===== config.mk =====
export PLATFORM = sky130hd
export DESIGN_NAME = out_seq_ctrl
export DESIGN_NICKNAME = d
export VERILOG_FILES = /design/src/rtl/out_ctrl_pkg.sv /design/src/rtl/pattern_table.sv /design/src/rtl/out_seq_ctrl.sv
export SDC_FILE = /design/constraint.sdc
export NUM_CORES = 1
export LEC_CHECK = 0
export CAP_MARGIN = 5
export CORE_UTILIZATION = 58
export CTS_BUF_LIST = sky130_fd_sc_hd__clkbuf_4 sky130_fd_sc_hd__clkbuf_8
export DETAILED_ROUTE_END_ITERATION = 8
export PLACE_DENSITY = 0.9
export SLEW_MARGIN = 5
export SYNTH_ARGS = -nofsm -noshare
export SYNTH_HDL_FRONTEND = slang
export SYNTH_HIERARCHICAL = 1
export SYNTH_SLANG_ARGS = --single-unit
export TNS_END_PERCENT = 20

===== constraint.sdc =====
create_clock -name clk -period 4.5 [get_ports clk]
set_input_delay 0.675 -clock clk [delete_from_list [all_inputs] [get_ports clk]]
set_output_delay 0.675 -clock clk [all_outputs]
set_load 0.005 [all_outputs]

===== src/rtl/out_ctrl_pkg.sv =====
// Shared types for the output sequencer: FSM encoding, output mode record
// and the floor applied to a zero step length.
package out_ctrl_pkg;

  typedef enum logic {
    ST_IDLE = 1'b0,
    ST_RUN  = 1'b1
  } seq_state_e;

  typedef struct packed {
    logic sel_pwm;
    logic invert;
  } out_mode_t;

  // A step_len of zero still holds each entry for one cycle.
  localparam int STEP_MIN = 1;

endpackage


===== src/rtl/pattern_table.sv =====
// DEPTH x W pattern storage: synchronous write, combinational read, async clear.
module pattern_table #(
  parameter int DEPTH = 8,
  parameter int W     = 7
) (
  input  logic                     clk,
  input  logic                     rst,
  input  logic                     wr_en,
  input  logic [$clog2(DEPTH)-1:0] wr_addr,
  input  logic [W-1:0]             wr_data,
  input  logic [$clog2(DEPTH)-1:0] rd_addr,
  output logic [W-1:0]             rd_data
);

  logic [DEPTH-1:0][W-1:0] mem;

  always_ff @(posedge clk or posedge rst) begin
    if (rst) begin
      mem <= '0;
    end else if (wr_en) begin
      mem[wr_addr] <= wr_data;
    end
  end

  // Read comes straight from the flops, so a same-cycle write is not visible.
  assign rd_data = mem[rd_addr];

endmodule


===== src/rtl/out_seq_ctrl.sv =====
// Pattern sequencer stepping through a small table at a programmable rate,
// plus an output-mode register that only changes on PWM period boundaries.
module out_seq_ctrl
  import out_ctrl_pkg::*;
#(
  parameter int DEPTH  = 8,
  parameter int STEP_W = 16
) (
  input  logic                     clk,
  input  logic                     rst,
  input  logic                     wr_en,
  input  logic [$clog2(DEPTH)-1:0] wr_addr,
  input  logic [6:0]               wr_data,
  input  logic [STEP_W-1:0]        step_len,
  input  logic [$clog2(DEPTH)-1:0] last_idx,
  input  logic                     loop_en,
  input  logic                     start,
  input  logic                     stop,
  input  logic                     req_valid,
  input  logic                     req_sel_pwm,
  input  logic                     req_invert,
  input  logic                     pwm_period_end,
  output logic [6:0]               ovalues,
  output logic                     sel_pwm,
  output logic                     invert_polarity,
  output logic                     busy,
  output logic [$clog2(DEPTH)-1:0] idx,
  output logic                     done,
  output logic                     mode_pending
);

  localparam int AW = $clog2(DEPTH);

  seq_state_e        state, state_n;
  logic [AW-1:0]     idx_n, rd_addr;
  logic [STEP_W-1:0] cnt, cnt_n, step_ld;
  logic [6:0]        rd_data;
  logic              ld_val, done_n;

  pattern_table #(.DEPTH(DEPTH), .W(7)) u_tbl (
    .clk     (clk),
    .rst     (rst),
    .wr_en   (wr_en),
    .wr_addr (wr_addr),
    .wr_data (wr_data),
    .rd_addr (rd_addr),
    .rd_data (rd_data)
  );

  assign step_ld = (step_len == '0) ? STEP_W'(STEP_MIN) : step_len;
  assign busy    = (state == ST_RUN);

  // cnt holds the remaining cycles of the current entry; 1 means last cycle.
  // An index at or beyond last_idx (last_idx lowered mid-run) ends the pass.
  always_comb begin
    state_n = state;
    idx_n   = idx;
    cnt_n   = cnt;
    ld_val  = 1'b0;
    done_n  = 1'b0;
    unique case (state)
      ST_IDLE: begin
        if (start && !stop) begin
          state_n = ST_RUN;
          idx_n   = '0;
          cnt_n   = step_ld;
          ld_val  = 1'b1;
        end
      end
      ST_RUN: begin
        if (stop) begin
          state_n = ST_IDLE;
        end else if (cnt <= STEP_W'(1)) begin
          if (idx < last_idx) begin
            idx_n  = idx + 1'b1;
            cnt_n  = step_ld;
            ld_val = 1'b1;
          end else if (loop_en) begin
            idx_n  = '0;
            cnt_n  = step_ld;
            ld_val = 1'b1;
          end else begin
            state_n = ST_IDLE;
            cnt_n   = '0;
            done_n  = 1'b1;
          end
        end else begin
          cnt_n = cnt - 1'b1;
        end
      end
      default: state_n = ST_IDLE;
    endcase
    rd_addr = idx_n;
  end

  always_ff @(posedge clk or posedge rst) begin
    if (rst) begin
      state   <= ST_IDLE;
      idx     <= '0;
      cnt     <= '0;
      done    <= 1'b0;
      ovalues <= '0;
    end else begin
      state <= state_n;
      idx   <= idx_n;
      cnt   <= cnt_n;
      done  <= done_n;
      if (ld_val) ovalues <= rd_data;
    end
  end

  // Mode path: a request arriving with the boundary bypasses the pending slot;
  // with PWM deselected there is no boundary to wait for.
  out_mode_t cur_mode, pend_mode, req_mode;

  assign req_mode        = '{sel_pwm: req_sel_pwm, invert: req_invert};
  assign sel_pwm         = cur_mode.sel_pwm;
  assign invert_polarity = cur_mode.invert;

  always_ff @(posedge clk or posedge rst) begin
    if (rst) begin
      cur_mode     <= '0;
      pend_mode    <= '0;
      mode_pending <= 1'b0;
    end else if (req_valid && pwm_period_end) begin
      cur_mode     <= req_mode;
      mode_pending <= 1'b0;
    end else if (req_valid) begin
      pend_mode    <= req_mode;
      mode_pending <= 1'b1;
    end else if (mode_pending && (pwm_period_end || !cur_mode.sel_pwm)) begin
      cur_mode     <= pend_mode;
      mode_pending <= 1'b0;
    end
  end

endmodule


# Word-level counts from Yosys, hierarchy flattened
# Cells that the tools add are included.
# W data, S select, Z words.
[totals] reg_bits=89 in_bits=39 output_inout_bits=15 wordCells=81
[op_classes] add_sub_neg=2 order_cmp=5 eq_ne=3 muxes=38 bitwise_logic=2 n_reduce_logical=13
[ops] operator="$mux W16" count=6
[ops] operator="$bwmux W56" count=1
[ops] operator="$pmux W16 S2" count=1
[ops] operator="$bmux W7 S3" count=1
[ops] operator="$demux W7 S3" count=1
[ops] operator="$le A16 B1 Y1 const B" count=1
[ops] operator="$logic_not A16 Y1" count=1
[ops] operator="$sub A16 B1 Y16 const B" count=1
[ops] operator="$mux W1" count=15
[ops] operator="$mux W3" count=5
[ops] operator="$mux W7" count=2
[ops] operator="$lt A3 B4 Y1 const B" count=2
[ops] operator="$mux W2" count=3
[ops] operator="$pmux W3 S2" count=1
[ops] operator="$reduce_and A2 Y1" count=3
[ops] operator="$logic_and A1 B1 Y1" count=4
[ops] operator="$ne A2 B2 Y1 const B" count=2
[ops] operator="$pmux W1 S2" count=2
[ops] operator="$add A3 B1 Y3 const B" count=1
[ops] operator="$ge A3 B1 Y1 const B" count=1
[ops] operator="$lt A3 B3 Y1" count=1
[ops] operator="$reduce_bool A3 Y1" count=1
[ops] operator="$logic_not A1 Y1" count=2
[ops] operator="$ne A2 B1 Y1 const B" count=1
[ops] operator="3 further kinds" count=4

# Longest topological paths before layout
[logic_depth] depth_word=7 mapped_depth=14 depth_no_buf=10

# Cells and area by module
# The synthesis kept the hierarchy.
[by_module_without_submodules] mod="pattern_table" instances=1 cells_per_inst=153 area_per_inst_um2=2640.0 seq_area_each_um2=1401.3
[by_module_without_submodules] mod="out_seq_ctrl" instances=1 cells_per_inst=185 area_per_inst_um2=1839.3 seq_area_each_um2=825.8

# Least setup slack after synthesis
# No wires, ideal clock.
[synth_path] path_kind="flip-flop to flip-flop" from="register cnt[11]" to="register ovalues[6]" setup_ns=0.127 arrival_ns=3.382 t_required_ns=4.373 setup_slack_ns=0.991 path_stages_with_launch=13 path_buffers=4 path_cell_list="dfrtp_1 or4_4 or4_4 nor2_2 a31o_2 buf_6 buf_4 mux2i_1 buf_6 buf_12 mux4_1 mux2_2 mux2_1"
[synth_via] elab_chain_cells=6 elab_cells_between_ends=9
[synth_lines] item="start: declaration" line_no="out_seq_ctrl.sv:36" source="logic [STEP_W-1:0] cnt, cnt_n, step_ld;"
[synth_lines] item="start signal: assignment" line_no="out_seq_ctrl.sv:106" source="cnt <= cnt_n;"
[synth_lines] item="$le A16 B1 Y1" line_no="out_seq_ctrl.sv:73" source="end else if (cnt <= STEP_W'(1)) begin"
[synth_lines] item="$mux W3" line_no="out_seq_ctrl.sv:73"
[synth_lines] item="$mux W3" line_no="out_seq_ctrl.sv:71" source="if (stop) begin"
[synth_lines] item="$pmux W3 S2" line_no="out_seq_ctrl.sv:61" source="unique case (state)"
[synth_lines] item="net idx_n[0]" line_no="out_seq_ctrl.sv:35" source="logic [AW-1:0] idx_n, rd_addr;"
[synth_lines] item="$bmux W7 S3" line_no="pattern_table.sv:26" source="assign rd_data = mem[rd_addr];"
[synth_lines] item="$mux W7 (not written as such)" line_no="pattern_table.sv:26"
[synth_lines] item="net rd_data[6]" line_no="out_seq_ctrl.sv:37" source="logic [6:0] rd_data;"
[synth_lines] item="end signal: assignment" line_no="out_seq_ctrl.sv:108" source="if (ld_val) ovalues <= rd_data;"
[synth_lines] item="end: declaration" line_no="out_seq_ctrl.sv:23" source="output logic [6:0] ovalues,"
# The timed path passes the listed nets, and every way through them passes these cells. The select of a mux whose other input is x is not followed.
# A chain may end at the register's enable or synchronous reset.

# Worst setup path in the final report
[layout_path] from="register cnt[7]" to="register ovalues[6]"
# The elaborated chain is that of the path after synthesis.

==> flow_summary.toml <==
[global_routing]
grt_pass1_wl_mm = 16.6
grt_antenna_before_repair = 0
overflow = 0
grt_pass1_vias = 3172
grt_max_degree = 57
grtUsageTotal = 0.265

[cts]
ctsHoldBuffers = 0
cts_resized = 0
htreeDepth = 3
clk_pin_slew_ns = 0.09
clk_path_buf_depth = 2
cts_root_buf = "clkbuf_8"
numCtsBuffers = 9
cts_sinks = 89
worst_skew_pair.late_latency_ns = 0.36
cts_tree = "yes"
cts_setup_buffers = 0

[timing]
slew_violations = 0
fin_skew_ns = 0.0111
finalSetupTns_ns = 0
whs_ns = 0.508
min_period_ns = 3.71
rsz0062_at_grt = "no"
fmax_mhz = 270
relSlewSlack = 0.511
tightest_slew_ns = 0.732
finalCritPeriodShare = 0.824
hold_viol = 0
setup_viol = 0

[synth]
seq_area_frac_synth = 0.497
syn-num-nets = 382
synth_edf_count = 0
syn_inst = 338
synth_top_cell_area_share = 0.497
synth_area_um2 = 4480
yosys.cell_types.count = 47
syn-mean-instance-area_um2 = 13.3
async_flop_share = 1.00
synthTopCellsByArea = "dfrtp_1, mux2_2, mux4_1, a221o_1, o21ai_0"
ys_warn_count = 6
synthFlopType = "dfrtp_1"
synth_area_leader_cell = "dfrtp_1"
ys_ff_latch = 89

[cells_and_area]
nFillCells = 477
area_delta_synth_final_pct = 19.1
nets = 438
fin_util = 0.724
instances_no_fill = 498
drive_gt1_frac = 0.271
fin_area_um2 = 5340
antenna_cells = 0

[place]
io_buffers = 53
post-dp-hpwl_mm = 6.72
place_congestion = 0.900
place_inst = 481
placed_area_um2 = 5090

[critical_path]
crit_path_top_delay_cell = "or4_1"
crit_required_ns = 4.74
cp_cell_sequence = "or3_1, or4_1, nor3_1, nand2_1, mux2i_1, buf_4, mux4_1, mux2_2, mux2_1"
cp.buffers_inverters = 1
crit_family = "simple AND/OR/NAND/NOR gates"
cpPeakStageDelay_ns = 0.65
worst_setup_path_start_kind = "flop"
critical_path_class = "reg2reg"
crit_arrival_ns = 3.95
cp_max_fo = 15
crit_path_end_kind = "flop"

[drt]
via_per_inst = 6.30
drc = 0
wirelength_mm = 9.95
wl_per_cell_um = 20.0
firstDrtPassIters = 4
drt_iter0_drc = 204
ant_nets = 0
dr_total_vias = 3135

[power]
power_density_nw_per_um2 = 405
leakagePower_nw = 2.21
peakVddDrop_v = 0.000237

[die]
die_h_um = 89.9
coreArea_um2 = 7370
ios = 54
initial_utilization = 0.608
die_w_um = 89.9
die-area_um2 = 8080
rows = 31

[flow_run]
drv_cap = 0

[worst_hold_path]
hold_class = "reg2reg"

[status]
status = "finished, final reports clean"
[cell families after synthesis]
family / count (synthesis) / synth area share
muxes: 89 / 0.270
and+or+nand+nor: 79 / 0.106
AOI/OAI and AO/OA: 47 / 0.0782
DFF: 89 / 0.497
adders and majority gates: 5 / 0.0140
buffers and inverters: 29 / 0.0352
[flip-flops by register name (all words and copies together) (netlist names)]
signal and count:
sel_pwm 1, busy 1, ovalues 7, idx 3
mode_pending 1, u_tbl/mem 56, cnt 16, pend_mode 2
done 1, invert_polarity 1
[cells in the final DEF, fill, tap and decap left out, types with 2 or more instances in the layout]
cell             instances
inv_1                    9
nor2_1                  17
mux2_2                  71
dfrtp_1                 89
a21oi_1                  5
nor2b_1                  4
o21ai_0                 14
nor4bb_1                 3
nor3b_1                  3
or3_1                    6
mux4_1                  14
bufinv_16                2
nor4_1                   7
clkdlybuf4s50_1         53
ha_1                     5
or4_4                    2
clkbuf_8                10
buf_4                   10
mux2i_1                  3
o21ai_2                  2
nand2_1                  9
or4_1                    2
nand3_1                  3
nand4b_1                 3
a221o_1                 15
nor3_1                  10
nand2b_1                 3
[power breakdown]
part	switching, W	total (W)	internal, W
Clock	0.000287	0.000617	0.000330
Combinational	0.000172	0.000457	0.000285
Sequential	0.000120	0.00109	0.000970
[through the flow]
step / setup WS [ns] / power, W
floorplan: 0.991 / 0.00136
global placement: 0.663 / 0.00151
detailed placement: 0.519 / 0.00155
CTS: 0.793 / 0.00218
global route: 0.654 / 0.00227
finish: 0.793 / 0.00216
[synth_stat cells (2+ instances only)]
| library cell | count |
|---|---|
| nor2_1 | 17 |
| nand2b_1 | 3 |
| o21ai_2 | 2 |
| nor3b_1 | 3 |
| buf_6 | 3 |
| nand3_1 | 3 |
| dfrtp_1 | 89 |
| ha_1 | 5 |
| mux4_1 | 14 |
| a21oi_1 | 5 |
| nand2_1 | 9 |
| or4_1 | 2 |
| o21ai_0 | 15 |
| nand4b_1 | 3 |
| clkbuf_1 | 8 |
| nor2b_1 | 4 |
| mux2_2 | 71 |
| buf_2 | 5 |
| or3_1 | 6 |
| nor4bb_1 | 3 |
| nor3_1 | 10 |
| inv_1 | 10 |
| nor4_1 | 7 |
| or4_4 | 2 |
| mux2i_1 | 3 |
| a221o_1 | 15 |
[layer usage]
| layer | vias to the layer above | share of wire | wire length, µm | GRT usage |
|---|---|---|---|---|
| met5 | - | 0 | 0 | 0 |
| met4 | 0 | 0.0090 | 90 | 0.0753 |
| met3 | 10 | 0.065 | 644 | 0.0584 |
| met2 | 115 | 0.51 | 5070 | 0.452 |
| met1 | 1603 | 0.42 | 4150 | 0.344 |
| li1 | 1407 | - | - | - |
[layout make-up]
type / instances / area [µm²] / area share
Sequential cell: 89 / 2230 / 0.417
Multi-Input combinational cell: 220 / 2090 / 0.392
Timing Repair Buffer: 64 / 626 / 0.117
Clock buffer: 10 / 138 / 0.0258
Tap cell: 99 / 124 / 0.0232
Clock inverter: 6 / 90.1 / 0.0169
Inverter: 10 / 37.5 / 0.00703
[path summary, 6_finish.rpt]
kind | start | endpoint | slack, ns | cells past startpoint
hold reg to reg | u_tbl/mem[53]$_DFFE_PP0P_ | u_tbl/mem[53]$_DFFE_PP0P_ | 0.51 | 1
hold / removal | u_tbl/mem[53]$_DFFE_PP0P_ | u_tbl/mem[53]$_DFFE_PP0P_ | 0.51 | 1
setup / recovery | cnt[7]$_DFFE_PP0P_ | ovalues[6]$_DFFE_PP0P_ | 0.79 | 9
setup reg to reg | cnt[7]$_DFFE_PP0P_ | ovalues[6]$_DFFE_PP0P_ | 0.79 | 9
max in group asynchronous | rst | ovalues[2]$_DFFE_PP0P_ | 2.95 | 3
min in group asynchronous | rst | u_tbl/mem[35]$_DFFE_PP0P_ | 0.75 | 2
No activity file was read; power rests on OpenSTA's default activity.
